## config.mk

```make
export PLATFORM = sky130hd
export DESIGN_NAME = feat_bram_reader
export DESIGN_NICKNAME = d
export VERILOG_FILES = /design/src/rtl/feat_bram_reader.sv
export SDC_FILE = /design/constraint.sdc
export NUM_CORES = 1
export LEC_CHECK = 0
export CORE_AREA = 2 2 130 132
export CTS_CLUSTER_SIZE = 40
export DETAILED_ROUTE_END_ITERATION = 6
export DIE_AREA = 0 0 132 134
export PLACE_DENSITY_LB_ADDON = 0.05
export SETUP_SLACK_MARGIN = 0.2
export SLEW_MARGIN = 10
export SYNTH_ARGS = -nofsm -noshare
export SYNTH_HDL_FRONTEND = slang
export SYNTH_SLANG_ARGS = --single-unit
```

## constraint.sdc

```tcl
create_clock -name clk -period 7.4 [get_ports clk]
set_input_delay 1.48 -clock clk [delete_from_list [all_inputs] [get_ports clk]]
set_output_delay 1.48 -clock clk [all_outputs]
set_load 0.01 [all_outputs]
```

## src/rtl/feat_bram_reader.sv

```systemverilog
// rtl/feat_bram_reader.sv - streams the new-feature BRAM onto a valid/ready stream
// Credit-based issue keeps BRAM reads in flight plus buffered beats within the output FIFO.
module feat_bram_reader #(
  parameter int NEW_FEATURE_WIDTH = 32,
  parameter int NUM_SUBGRAPHS     = 2708,
  parameter int NUM_FEATURE_OUT   = 16,
  parameter int BRAM_LATENCY      = 2,
  parameter int FIFO_DEPTH        = 4,
  localparam int NEW_FEATURE_DEPTH  = NUM_SUBGRAPHS * NUM_FEATURE_OUT,
  localparam int NEW_FEATURE_ADDR_W = $clog2(NEW_FEATURE_DEPTH)
) (
  input  logic                          clk,
  input  logic                          rst_n,
  input  logic                          start,
  output logic                          busy,
  output logic                          done,
  output logic [NEW_FEATURE_ADDR_W+1:0] feat_bram_addrb,
  input  logic [NEW_FEATURE_WIDTH-1:0]  feat_bram_dout,
  output logic [NEW_FEATURE_WIDTH-1:0]  m_axis_tdata,
  output logic                          m_axis_tvalid,
  input  logic                          m_axis_tready,
  output logic                          m_axis_tlast,
  output logic                          m_axis_tuser,
  output logic [NEW_FEATURE_ADDR_W:0]   beat_count
);

  localparam int AW    = NEW_FEATURE_ADDR_W;
  localparam int COL_W = (NUM_FEATURE_OUT > 1) ? $clog2(NUM_FEATURE_OUT) : 1;
  localparam int PTR_W = (FIFO_DEPTH > 1) ? $clog2(FIFO_DEPTH) : 1;
  localparam int CNT_W = $clog2(FIFO_DEPTH + 1) + 1;

  localparam logic [AW-1:0]    LAST_IDX  = AW'(NEW_FEATURE_DEPTH - 1);
  localparam logic [COL_W-1:0] LAST_COL  = COL_W'(NUM_FEATURE_OUT - 1);
  localparam logic [AW:0]      BEATS_MAX = (AW + 1)'(NEW_FEATURE_DEPTH);
  localparam logic [PTR_W-1:0] PTR_LAST  = PTR_W'(FIFO_DEPTH - 1);

  typedef enum logic [1:0] {IDLE, RUN, DRAIN} state_t;
  state_t state, state_nx;

  logic [AW-1:0]    addr_q, next_idx, cur_idx;
  logic [COL_W-1:0] next_col, cur_col;
  logic             credit, issue, tag_last, tag_user;

  logic [BRAM_LATENCY-1:0] pipe_vld, pipe_last, pipe_user;
  logic [CNT_W-1:0]        inflight, fifo_count;

  logic [NEW_FEATURE_WIDTH-1:0] fifo_data [FIFO_DEPTH];
  logic [FIFO_DEPTH-1:0]        fifo_last, fifo_user;
  logic [PTR_W-1:0]             wr_ptr, rd_ptr;
  logic                         push, pop, fifo_empty;

  // Word 0 is issued on the start edge itself, so IDLE presents index 0.
  assign cur_idx  = (state == IDLE) ? '0 : next_idx;
  assign cur_col  = (state == IDLE) ? '0 : next_col;
  assign tag_last = (cur_col == LAST_COL);
  assign tag_user = (cur_idx == LAST_IDX);

  always_comb begin
    inflight = '0;
    for (int i = 0; i < BRAM_LATENCY; i++) begin
      inflight = inflight + CNT_W'(pipe_vld[i]);
    end
  end

  assign credit = (inflight + fifo_count) < CNT_W'(FIFO_DEPTH);
  assign issue  = ((state == IDLE) && start) || ((state == RUN) && credit);

  always_ff @(posedge clk or negedge rst_n) begin
    if (!rst_n) begin
      addr_q   <= '0;
      next_idx <= '0;
      next_col <= '0;
    end else if (issue) begin
      addr_q   <= cur_idx;
      next_idx <= cur_idx + AW'(1);
      next_col <= tag_last ? '0 : cur_col + COL_W'(1);
    end
  end

  assign feat_bram_addrb = {addr_q, 2'b00};

  // Tag pipe mirrors the BRAM read latency; its tail marks when dout is valid.
  always_ff @(posedge clk or negedge rst_n) begin
    if (!rst_n) begin
      pipe_vld  <= '0;
      pipe_last <= '0;
      pipe_user <= '0;
    end else begin
      pipe_vld[0]  <= issue;
      pipe_last[0] <= tag_last;
      pipe_user[0] <= tag_user;
      for (int i = 1; i < BRAM_LATENCY; i++) begin
        pipe_vld[i]  <= pipe_vld[i-1];
        pipe_last[i] <= pipe_last[i-1];
        pipe_user[i] <= pipe_user[i-1];
      end
    end
  end

  assign push       = pipe_vld[BRAM_LATENCY-1];
  assign fifo_empty = (fifo_count == '0);
  assign pop        = !fifo_empty && m_axis_tready;

  always_ff @(posedge clk or negedge rst_n) begin
    if (!rst_n) begin
      wr_ptr     <= '0;
      rd_ptr     <= '0;
      fifo_count <= '0;
      fifo_last  <= '0;
      fifo_user  <= '0;
    end else begin
      if (push) begin
        wr_ptr            <= (wr_ptr == PTR_LAST) ? '0 : wr_ptr + PTR_W'(1);
        fifo_last[wr_ptr] <= pipe_last[BRAM_LATENCY-1];
        fifo_user[wr_ptr] <= pipe_user[BRAM_LATENCY-1];
      end
      if (pop) begin
        rd_ptr <= (rd_ptr == PTR_LAST) ? '0 : rd_ptr + PTR_W'(1);
      end
      if (push && !pop) begin
        fifo_count <= fifo_count + CNT_W'(1);
      end else if (!push && pop) begin
        fifo_count <= fifo_count - CNT_W'(1);
      end
    end
  end

  always_ff @(posedge clk) begin
    if (push) begin
      fifo_data[wr_ptr] <= feat_bram_dout;
    end
  end

  // Head outputs are gated so an empty FIFO presents zeros, including after reset.
  assign m_axis_tvalid = !fifo_empty;
  assign m_axis_tdata  = fifo_empty ? '0 : fifo_data[rd_ptr];
  assign m_axis_tlast  = !fifo_empty && fifo_last[rd_ptr];
  assign m_axis_tuser  = !fifo_empty && fifo_user[rd_ptr];

  always_ff @(posedge clk or negedge rst_n) begin
    if (!rst_n) begin
      beat_count <= '0;
    end else if ((state == IDLE) && start) begin
      beat_count <= '0;
    end else if (pop && (beat_count != BEATS_MAX)) begin
      beat_count <= beat_count + (AW + 1)'(1);
    end
  end

  always_ff @(posedge clk or negedge rst_n) begin
    if (!rst_n) begin
      state <= IDLE;
    end else begin
      state <= state_nx;
    end
  end

  always_comb begin
    state_nx = state;
    case (state)
      IDLE:    if (start) state_nx = tag_user ? DRAIN : RUN;
      RUN:     if (issue && tag_user) state_nx = DRAIN;
      DRAIN:   if (pop && m_axis_tuser) state_nx = IDLE;
      default: state_nx = IDLE;
    endcase
  end

  always_comb begin
    busy = (state != IDLE);
    done = (state == DRAIN) && pop && m_axis_tuser;
  end

endmodule

```

==> metrics.log <==
INFO  metric sum_neg_setup_slack = 0 ns
INFO  metric cts_post_setup_buffers_inserted = 0
INFO  metric most_frequent_cells_after_synthesis = sky130_fd_sc_hd__edfxtp_1 (128), sky130_fd_sc_hd__dfrtp_1 (77), sky130_fd_sc_hd__and2_1 (38), sky130_fd_sc_hd__nand2_1 (36), sky130_fd_sc_hd__mux4_2 (34)
INFO  metric rows = 47
INFO  metric cts_root_buf = sky130_fd_sc_hd__clkbuf_16
INFO  metric yosys-top-cells-area = sky130_fd_sc_hd__edfxtp_1 (43%), sky130_fd_sc_hd__dfrtp_1 (22%), sky130_fd_sc_hd__mux4_2 (8.6%)
INFO  metric drt_first_pass_iters = 5
INFO  metric core-area = 16290 µm²
INFO  metric r2r_slack = 4.67 ns
INFO  metric post_cts_resize_count = 0
INFO  metric area_delta_synth_final = 21.23%
INFO  metric grt_antenna_before_repair = 0
INFO  metric clock_insertion_delay_worst_skew = 0.49 ns
INFO  metric critPathCaptureType = output pin
INFO  metric yosys_register_bits = 205
INFO  metric power.static_leakage = 3.999 nW
INFO  metric layout_worst_path_cycle_share = 0.6511
INFO  metric cts_buffers = 21
INFO  metric ys.warnings.count = 0
INFO  metric detail-route-antenna-nets = 0
INFO  metric synthDominantCellAreaShare = 0.4333
INFO  metric drt-wirelength-per-cell = 19.05 µm
INFO  metric report.final.slew_viol_count = 0
INFO  metric endpoints_failing_hold = 0
INFO  metric grt.overflow.total = 0
INFO  metric worst_clock_skew_on_the_final_layout = between 0.008 and 0.009 ns
INFO  metric path_max_fanout = 9
INFO  metric power.density = between 300 and 400 nW/µm²
INFO  metric hold_path.class = flop to flop
INFO  metric cp_data_required_time = 5.92 ns
INFO  metric cts.path.max_buffers = 3
INFO  metric horizontal_die_dimension = 132 µm
INFO  metric final_design_area_no_fill = 10750 µm²
INFO  metric r2r_end = next_idx[1]
INFO  metric fp.dieH = about 130 µm
INFO  metric post_drt_via_cell_ratio = 5.779
INFO  metric drtIter0Drc = 412
INFO  metric worst-slew-pin-transition = 0.9684 ns
INFO  metric holdPathStages = 0
INFO  metric routed_wl = 17530 µm
INFO  metric initial_core_util = 0.5445
INFO  metric p_total = 4.203 mW
INFO  metric cap_violations = 0
INFO  metric period_minus_slack = 4.818 ns
INFO  metric slew_headroom = 0.3544
INFO  metric whs_endpoint = pipe_last[1]
INFO  metric gp_routability_congestion = 0.8082
INFO  metric clk_transition_reported_paths = about 0.060 ns
INFO  metric synth_cell_types = 67
INFO  metric synth_enable_flop_cells = 128
INFO  metric post_synth_inst_count = 583
INFO  metric syn-cell-area = ~8900 µm²
INFO  metric most_frequent_cell_after_synthesis = sky130_fd_sc_hd__edfxtp_1
INFO  metric grt_pass1_vias = 5517
INFO  metric holdCritStartpoint = pipe_last[0]
INFO  metric antennaDiodeCount = 0
INFO  metric worst_setup_path_start_kind = input port
INFO  metric syn-mean-instance-area = ~15 µm²
INFO  metric remaining_drc_errors = 0
INFO  metric unrepaired_setup_endpoints_after_global_routing = false
INFO  metric worst_ir_drop_vdd = 0.0002861 V
INFO  metric rr_startpoint = fifo_count[0]
INFO  metric setup_viol = 0
INFO  metric worstSetupPathType = input port to output pin
INFO  metric clock_tree_from_tritoncts = built
INFO  metric groute.usage.overall = 0.2000
INFO  metric ctsHtreeMaxLevel = 1
INFO  metric cts_sink_cnt = ~210
INFO  metric postCtsHoldBufs = 0
INFO  metric fmax = 207.5 MHz
INFO  metric timing.critical_path.arrival = between 3 and 4 ns
INFO  metric run_status = finished, final reports clean
INFO  metric port_buffers = 105
INFO  metric dpl-instance-area = 10060 µm²
INFO  metric grt_max_degree = 78
INFO  metric n_fill_cell = approximately 1200
INFO  metric design.final.nets = 735
INFO  metric wire_length_of_the_first_global_routing_pass = 28630 µm
INFO  metric detailedPlacementHpwl = 10820 µm
INFO  metric ys.flop_type = sky130_fd_sc_hd__edfxtp_1
INFO  metric yosysTopAreaCell = sky130_fd_sc_hd__edfxtp_1
INFO  metric seq_area_frac_synth = 0.6506
INFO  metric ys_async_rst_share = 0.3756
INFO  metric count_of_vias_placed_by_the_detailed_router = roughly 5300
INFO  metric die-area = 17690 µm²
INFO  metric boundaryPins = 108
INFO  metric fraction_of_layout_cells_with_a_size_suffix_above_1 = 0.1400
INFO  metric worst-r2r-cell-count = 6
-- how the worst max path moves through the flow --
stage / startpoint / endpoint / slack (ns) / cells after the start
6_report: m_axis_tready / done / 2.58 / 5
5_1_grt: m_axis_tready / done / 2.44 / 5
4_1_cts: m_axis_tready / done / 2.55 / 5
3_5_place_dp: m_axis_tready / done / 2.58 / 5
3_3_place_gp: m_axis_tready / done / 2.51 / 5
2_1_floorplan: m_axis_tready / done / 3.79 / 4
-- state kept, by name (all words and copies together) (netlist names), 4 cells and up --
signal      flops
fifo_user       4
fifo_data     128
addr_q         16
fifo_count      4
next_col        4
fifo_last       4
beat_count     17
next_idx       16
-- cell type report --
cell class                      instances  area [µm²]  area share
Inverter                               20       77.57    0.007214
Sequential cell                       205        5773      0.5369
Tap cell                              220       275.3     0.02560
Multi-Input combinational cell        326        2839      0.2640
Clock buffer                           28       591.8     0.05504
Timing Repair Buffer                  111        1094      0.1017
Clock inverter                         10       102.6    0.009542
-- critical path, stage by stage --
cell                              delay, ns
sky130_fd_sc_hd__clkdlybuf4s50_1       0.47
sky130_fd_sc_hd__o41a_1                0.39
sky130_fd_sc_hd__nand2_1               0.15
sky130_fd_sc_hd__nor3b_1               0.25
sky130_fd_sc_hd__clkdlybuf4s50_1       0.59
-- placed cells by master, fill, tap and decap left out, types with 3 or more instances in the layout --
master	n
sky130_fd_sc_hd__a21o_1	6
sky130_fd_sc_hd__a21oi_1	17
sky130_fd_sc_hd__a22o_1	17
sky130_fd_sc_hd__and2_1	38
sky130_fd_sc_hd__and3_1	4
sky130_fd_sc_hd__buf_4	7
sky130_fd_sc_hd__clkbuf_1	3
sky130_fd_sc_hd__clkbuf_16	21
sky130_fd_sc_hd__clkbuf_8	4
sky130_fd_sc_hd__clkdlybuf4s50_1	104
sky130_fd_sc_hd__clkinv_1	4
sky130_fd_sc_hd__dfrtp_1	75
sky130_fd_sc_hd__edfxtp_1	128
sky130_fd_sc_hd__ha_1	13
sky130_fd_sc_hd__inv_1	19
sky130_fd_sc_hd__mux2_2	9
sky130_fd_sc_hd__mux2i_1	6
sky130_fd_sc_hd__mux4_2	34
sky130_fd_sc_hd__nand2_1	36
sky130_fd_sc_hd__nand3_1	19
sky130_fd_sc_hd__nand4_1	7
sky130_fd_sc_hd__nor2_1	9
sky130_fd_sc_hd__nor3_1	6
sky130_fd_sc_hd__nor4_1	8
sky130_fd_sc_hd__o21ai_0	10
sky130_fd_sc_hd__o31ai_1	13
sky130_fd_sc_hd__o41ai_1	3
sky130_fd_sc_hd__or4_1	13
sky130_fd_sc_hd__xnor2_1	7
sky130_fd_sc_hd__xor2_1	3
-- power by group --
part | switching, mW | total (mW) | internal [mW]
Combinational | 0.669 | 1.48 | 0.811
Clock | 0.414 | 1.05 | 0.631
Sequential | 0.201 | 1.68 | 1.48
-- stage by stage --
stage | hold WS [ns] | setup slack (ns) | utilization | std cells
after floorplan | 0.3312 | 3.792 | - | 584
final | 0.3480 | 2.582 | 0.6601 | 920
after global routing | 0.3532 | 2.442 | 0.6601 | 920
after detailed placement | 0.3362 | 2.578 | 0.6175 | 882
after global placement | 0.3342 | 2.509 | 0.6175 | 882
after CTS | 0.3496 | 2.555 | 0.6601 | 920
-- logic make-up after synthesis --
kind of cell,synth area share
fa+ha+maj,0.02060
simple gates,0.1057
buf+inv,0.02977
mux,0.1079
other cells,0.0004228
flops,0.6506
compound gates,0.07519
xor+xnor,0.009875
-- routing by layer --
layer / part of all wire / GRT usage
met5: 0 / 0
met4: 0.012 / 0.04408
met3: 0.045 / 0.03288
met2: 0.51 / 0.3464
met1: 0.44 / 0.2701
Power figures use the tool's default switching activity.
